### config.mk
export PLATFORM = sky130hd
export DESIGN_NAME = mem_port_arbiter_flat
export DESIGN_NICKNAME = d
export VERILOG_FILES = /design/src/rtl/mem_port_arbiter_if.sv /design/src/rtl/mem_port_arbiter.sv /design/src/flat_wrapper.sv
export SDC_FILE = /design/constraint.sdc
export NUM_CORES = 1
export LEC_CHECK = 0
export ABC_CLOCK_PERIOD_IN_PS = 2150
export CAP_MARGIN = 0
export CORE_MARGIN = 10
export CORE_UTILIZATION = 40
export CTS_CLUSTER_SIZE = 12
export DETAILED_ROUTE_END_ITERATION = 6
export GPL_TIMING_DRIVEN = 0
export PLACE_DENSITY = 0.81
export SLEW_MARGIN = 15
export SYNTH_ARGS = -nofsm -noshare
export SYNTH_HDL_FRONTEND = slang
export SYNTH_SLANG_ARGS = --single-unit
export TNS_END_PERCENT = 10
### constraint.sdc
create_clock -name clk -period 2.15 [get_ports clk]
set_clock_uncertainty 0.05 [all_clocks]
set_input_delay 0.5375 -clock clk [delete_from_list [all_inputs] [get_ports clk]]
set_output_delay 0.5375 -clock clk [all_outputs]
set_load 0.02 [all_outputs]
### src/rtl/mem_port_arbiter_if.sv
// rtl/mem_port_arbiter_if.sv - read/write/busywait memory handshake bundle
// master drives the strobes/address/data, slave answers with readdata and busywait.
interface mem_port_arbiter_if #(
  parameter int ADDR_W = 32,
  parameter int DATA_W = 32
);
  logic              read;
  logic              write;
  logic [ADDR_W-1:0] address;
  logic [DATA_W-1:0] writedata;
  logic [DATA_W-1:0] readdata;
  logic              busywait;

  modport master (
    output read, write, address, writedata,
    input  readdata, busywait
  );

  modport slave (
    input  read, write, address, writedata,
    output readdata, busywait
  );
endinterface

### src/rtl/mem_port_arbiter.sv
// rtl/mem_port_arbiter.sv - fetch/load-store arbiter for a single memory port
// D has priority; a streak counter forces an I grant after FAIR_LIMIT D grants while I waits.
module mem_port_arbiter #(
  parameter int ADDR_W     = 32,
  parameter int DATA_W     = 32,
  parameter int FAIR_LIMIT = 4
) (
  input  logic              clk,
  input  logic              rst_n,
  mem_port_arbiter_if.slave  i_bus,
  mem_port_arbiter_if.slave  d_bus,
  mem_port_arbiter_if.master m_bus
);
  localparam int            SW         = $clog2(FAIR_LIMIT + 1);
  localparam logic [SW-1:0] STREAK_MAX = SW'(FAIR_LIMIT);

  localparam logic [2:0] IDLE    = 3'd0;
  localparam logic [2:0] SERVE_I = 3'd1;
  localparam logic [2:0] SERVE_D = 3'd2;
  localparam logic [2:0] DONE_I  = 3'd3;
  localparam logic [2:0] DONE_D  = 3'd4;

  logic [2:0]        state;
  logic [SW-1:0]     streak;
  logic              m_read_q;
  logic              m_write_q;
  logic [ADDR_W-1:0] m_address_q;
  logic [DATA_W-1:0] m_writedata_q;
  logic [DATA_W-1:0] i_readdata_q;
  logic [DATA_W-1:0] d_readdata_q;
  logic              d_req;
  logic              force_i;
  logic              grant_d;
  logic              grant_i;

  assign d_req   = d_bus.read | d_bus.write;
  assign force_i = i_bus.read && (streak == STREAK_MAX);
  assign grant_d = (state == IDLE) && d_req && !force_i;
  assign grant_i = (state == IDLE) && i_bus.read && !(d_req && !force_i);

  always_ff @(posedge clk or negedge rst_n) begin
    if (!rst_n) begin
      state         <= IDLE;
      streak        <= '0;
      m_read_q      <= 1'b0;
      m_write_q     <= 1'b0;
      m_address_q   <= '0;
      m_writedata_q <= '0;
      i_readdata_q  <= '0;
      d_readdata_q  <= '0;
    end else begin
      case (state)
        IDLE: begin
          if (grant_d) begin
            state         <= SERVE_D;
            m_address_q   <= d_bus.address;
            m_writedata_q <= d_bus.writedata;
            // read+write together is treated as a plain write
            m_write_q     <= d_bus.write;
            m_read_q      <= d_bus.read & ~d_bus.write;
            if (i_bus.read)
              streak <= (streak == STREAK_MAX) ? streak : streak + SW'(1);
            else
              streak <= '0;
          end else if (grant_i) begin
            state       <= SERVE_I;
            m_address_q <= i_bus.address;
            m_read_q    <= 1'b1;
            streak      <= '0;
          end
        end
        SERVE_I, SERVE_D: begin
          if (!m_bus.busywait) begin
            m_read_q  <= 1'b0;
            m_write_q <= 1'b0;
            if (m_read_q) begin
              if (state == SERVE_I) i_readdata_q <= m_bus.readdata;
              else                  d_readdata_q <= m_bus.readdata;
            end
            state <= (state == SERVE_I) ? DONE_I : DONE_D;
          end
        end
        DONE_I, DONE_D: state <= IDLE;
        default:        state <= IDLE;
      endcase
    end
  end

  // Requesters see busywait drop only for the single DONE cycle of their own access.
  assign i_bus.busywait  = i_bus.read && (state != DONE_I);
  assign d_bus.busywait  = d_req && (state != DONE_D);
  assign i_bus.readdata  = i_readdata_q;
  assign d_bus.readdata  = d_readdata_q;

  assign m_bus.read      = m_read_q;
  assign m_bus.write     = m_write_q;
  assign m_bus.address   = m_address_q;
  assign m_bus.writedata = m_writedata_q;
endmodule

### src/flat_wrapper.sv
// flat-port wrapper written by rule: the top's interface ports become plain ports
module mem_port_arbiter_flat 
#(
  parameter int ADDR_W     = 32,
  parameter int DATA_W     = 32,
  parameter int FAIR_LIMIT = 4
)
  (clk, rst_n, i_bus_read, i_bus_write, i_bus_address, i_bus_writedata, i_bus_readdata, i_bus_busywait, d_bus_read, d_bus_write, d_bus_address, d_bus_writedata, d_bus_readdata, d_bus_busywait, m_bus_read, m_bus_write, m_bus_address, m_bus_writedata, m_bus_readdata, m_bus_busywait);
  mem_port_arbiter_if #(.ADDR_W(ADDR_W), .DATA_W(DATA_W)) i_bus_i ();
  mem_port_arbiter_if #(.ADDR_W(ADDR_W), .DATA_W(DATA_W)) d_bus_i ();
  mem_port_arbiter_if #(.ADDR_W(ADDR_W), .DATA_W(DATA_W)) m_bus_i ();
  input  logic clk;
  input  logic rst_n;
  input wire logic [$bits(i_bus_i.read)-1:0] i_bus_read;
  input wire logic [$bits(i_bus_i.write)-1:0] i_bus_write;
  input wire logic [$bits(i_bus_i.address)-1:0] i_bus_address;
  input wire logic [$bits(i_bus_i.writedata)-1:0] i_bus_writedata;
  output wire logic [$bits(i_bus_i.readdata)-1:0] i_bus_readdata;
  output wire logic [$bits(i_bus_i.busywait)-1:0] i_bus_busywait;
  input wire logic [$bits(d_bus_i.read)-1:0] d_bus_read;
  input wire logic [$bits(d_bus_i.write)-1:0] d_bus_write;
  input wire logic [$bits(d_bus_i.address)-1:0] d_bus_address;
  input wire logic [$bits(d_bus_i.writedata)-1:0] d_bus_writedata;
  output wire logic [$bits(d_bus_i.readdata)-1:0] d_bus_readdata;
  output wire logic [$bits(d_bus_i.busywait)-1:0] d_bus_busywait;
  output wire logic [$bits(m_bus_i.read)-1:0] m_bus_read;
  output wire logic [$bits(m_bus_i.write)-1:0] m_bus_write;
  output wire logic [$bits(m_bus_i.address)-1:0] m_bus_address;
  output wire logic [$bits(m_bus_i.writedata)-1:0] m_bus_writedata;
  input wire logic [$bits(m_bus_i.readdata)-1:0] m_bus_readdata;
  input wire logic [$bits(m_bus_i.busywait)-1:0] m_bus_busywait;
  assign i_bus_i.read = i_bus_read;
  assign i_bus_i.write = i_bus_write;
  assign i_bus_i.address = i_bus_address;
  assign i_bus_i.writedata = i_bus_writedata;
  assign i_bus_readdata = i_bus_i.readdata;
  assign i_bus_busywait = i_bus_i.busywait;
  assign d_bus_i.read = d_bus_read;
  assign d_bus_i.write = d_bus_write;
  assign d_bus_i.address = d_bus_address;
  assign d_bus_i.writedata = d_bus_writedata;
  assign d_bus_readdata = d_bus_i.readdata;
  assign d_bus_busywait = d_bus_i.busywait;
  assign m_bus_read = m_bus_i.read;
  assign m_bus_write = m_bus_i.write;
  assign m_bus_address = m_bus_i.address;
  assign m_bus_writedata = m_bus_i.writedata;
  assign m_bus_i.readdata = m_bus_readdata;
  assign m_bus_i.busywait = m_bus_busywait;
  mem_port_arbiter #(.ADDR_W(ADDR_W), .DATA_W(DATA_W), .FAIR_LIMIT(FAIR_LIMIT)) u_core (.clk(clk), .rst_n(rst_n), .i_bus(i_bus_i), .d_bus(d_bus_i), .m_bus(m_bus_i));
endmodule
==> flow_summary.ini <==
[route]
num_vias = 4832
drtPass1Iterations = 4
drtAntennaViolNets = 0
wire_per_inst_um = 20.29
drtIter0Drc = 196
drc = 0
wl_mm = 18.83
viasPerCell = 5.207

[critical_path]
reg2reg_to = u_core.m_bus.address[28]
cpPeakStageDelay_ns = 0.35
arrival_ns = 1.48
critPathTopFamily = buffers and inverters
cp-end-kind = primary output
slowest_stage = dfrtp_1
crit_cells = 4
setup.worst_path.start = u_core.state[0]
start_kind = flip-flop
critPathBufInv = 2
crit_type = flip-flop to primary output
cp_max_fo = 10
reg2reg_depth = 7
reg2reg_from = u_core.streak[0]
endpoint = i_bus_busywait
cp.required_ns = 1.56
ff2ff_setup_slack_ns = 0.12
path_cells = buf_4 > nor2b_1 > a21boi_0 > buf_2

[logic_synthesis]
ys_seq_area_share_pct = 59.73
synth_compound_area_share_pct = 10.50
synth_top_area_share_pct = 59.73
yosysWarnings = 0
ys_ff_latch = 136
yosys.area_share.simple_pct = 5.951
synth_top_family_by_area = multiplexers
synth_nets = 616
synth_flop_cell = dfrtp_1
postSynthAreaPerCell_um2 = 12.75
synthTopCellsByCount = 136 x dfrtp_1, 66 x mux2_2, 35 x a21oi_1, 35 x nand3_1, 34 x o21ai_0
synth_edf_count = 0
synth_top_area_cell = dfrtp_1
synthMuxAreaShare_pct = 19.70
synthXorXnorAreaFrac_pct = 0.1537
ys_async_sr_fraction_pct = 100.0
synth_fa_ha_area_share_pct = 0.4392
yosys-top-cells-area = dfrtp_1 60%, mux2_2 13%, mux2_1 6.1%
syn_area_mm2 = 0.005698
synth_most_common_cell = dfrtp_1
syn_inst = 447
synthDistinctLibCells = 35

[flow_run]
cap_violations = 0

[cells_and_area]
final_cell_count_no_fill = 928
fillers = 1041
stdcell_area_mm2 = 0.009246
nets = 902
drive_gt1_share_pct = 17.29
synthToLayoutAreaGrowth_pct = 62.27

[place]
port_buffers = 265
hpwl_mm = 14.87
post-place-ws_ns = -0.9479
gp_congestion = 0.8294
placed_area_mm2 = 0.008605
dp_cells = 893

[clock_network]
cts_buffers = 17
clk_pin_slew_ns = 0.06
worstSkewPairLatency_ns = 0.41
cts-root-buf = clkbuf_16
cts.sinks = 136
cts_tree = yes
ctsHoldBuffers = 0
clockBufferDepth = 2
h-tree-depth = 4

[sta]
hold_violations = 0
worst_pin_slew_ns = 0.5055
timing.final.crit_share_pct = 95.98
period_needed_ns = 2.063
fmax_mhz = 484.6
relSlewSlack_pct = 66.30
slew_viol_final = 0
finalSetupViolCount = 0
fin_ws_ns = 0.08653
rsz0062_at_grt = yes

[floorplan]
rows = 43
num_io_pins = 299
dieArea_mm2 = 0.01942
start_util_pct = 40.89
die-width_um = 139.4
die_h_um = 139.4
coreArea_mm2 = 0.01393

[grt]
grt_max_degree = 87
overflow = 0
antenna_found_initial = 2
grt_pass1_wl_mm = 29.47
grt_pass1_vias = 5240
grtUsageTotal_pct = 19.00

[power]
p_leak_nw = 3.868
power_density_mw_per_mm2 = 1594
peakVddDrop_mv = 0.6704
power_mw = 14.74

[outcome]
status = complete, no violations

[worst_hold_path]
hold_class = primary input to asynchronous set/reset pin
-- metrics by stage --
step | hold WS (ns) | setup TNS, ns | utilization (%)
2_1_floorplan | 0.1919 | 0 | -
3_3_place_gp | 0.4198 | -655.62 | 61.54
3_5_place_dp | 0.4251 | -33.11 | 61.75
4_1_cts | 0.02383 | 0 | 66.36
5_1_grt | 0.03849 | -0.3028 | 66.36
6_report | 0.01838 | 0 | 66.36
-- cell usage in the layout (no fill, tap or decap), drive strengths merged, types with 3 or more instances in the layout --
cell type | Yosys | layout
and3 | 3 | 3
buf | 16 | 20
dfrtp | 136 | 136
clkdlybuf4s50 | 0 | 259
nand3 | 36 | 36
a31oi | 32 | 32
a21oi | 35 | 35
clkbuf | 23 | 45
nor2 | 5 | 5
clkinvlp | 0 | 4
bufinv | 0 | 3
mux2 | 97 | 97
mux2i | 3 | 3
o21ai | 34 | 34
inv | 4 | 7
-- power by group --
group	internal (mW)	switching [mW]	leakage [nW]
Combinational	3.56	3.62	1.93
Clock	1.93	1.12	0.296
Sequential	3.86	0.659	1.64
Total	9.34	5.40	3.87
-- per-layer routing --
layer	GRT usage (%)	vias up	part of all wire (%)
met5	0	-	0
met4	9.390	0	3.5
met3	6.091	43	6.2
met2	32.55	199	52
met1	20.74	2381	39
li1	-	2209	-
-- flip-flops by register name, summed over array words and instances (netlist names) --
name	flops
u_core.m_bus.writedata	32
u_core.i_bus.readdata	32
u_core.streak	3
u_core.m_bus.read	1
u_core.state	3
u_core.d_bus.readdata	32
u_core.m_bus.write	1
u_core.m_bus.address	32
-- cell families after synthesis --
family / after synthesis
muxes: 100
adders and majority gates: 2
xor gates and xnor gates: 1
buffers and inverters: 43
AOI/OAI and AO/OA: 108
DFF: 136
and+or+nand+nor: 57
-- worst min-delay path by stage --
stage                              start                        end  slack [ns]
5_1_grt                            rst_n   u_core.d_bus.readdata[5]        0.04
3_3_place_gp   u_core.i_bus.readdata[15]  u_core.i_bus.readdata[15]        0.42
3_5_place_dp   u_core.i_bus.readdata[15]  u_core.i_bus.readdata[15]        0.43
2_1_floorplan                      rst_n   u_core.d_bus.readdata[0]        0.19
6_report                           rst_n   u_core.i_bus.readdata[4]        0.02
4_1_cts                            rst_n   u_core.i_bus.readdata[4]        0.02
-- area by class of cell --
type                    count  area [um^2]  area share [%]
plain buffers              39        195.2           2.111
clock buffers              20        466.7           5.047
flip-flops and latches    136         3403           36.81
diodes                      2        5.005         0.05413
well taps                 180        225.2           2.436
multi-input cells         268         2101           22.72
inverters                   4        15.01          0.1624
clock inverters            12        163.9           1.773
repair buffers            267         2671           28.89
-- timing repair --
| item | CTS | global route |
|---|---|---|
| pin swaps | 1 | 0 |
| gates resized for setup | 16 | 9 |
| endpoints found under the hold margin | 0 | 0 |
| cloned | 0 | 0 |
| setup endpoints to repair | 6 | 29 |
| buffers inserted | 1 | 0 |
Note: power is estimated with default switching activity, not from simulation.
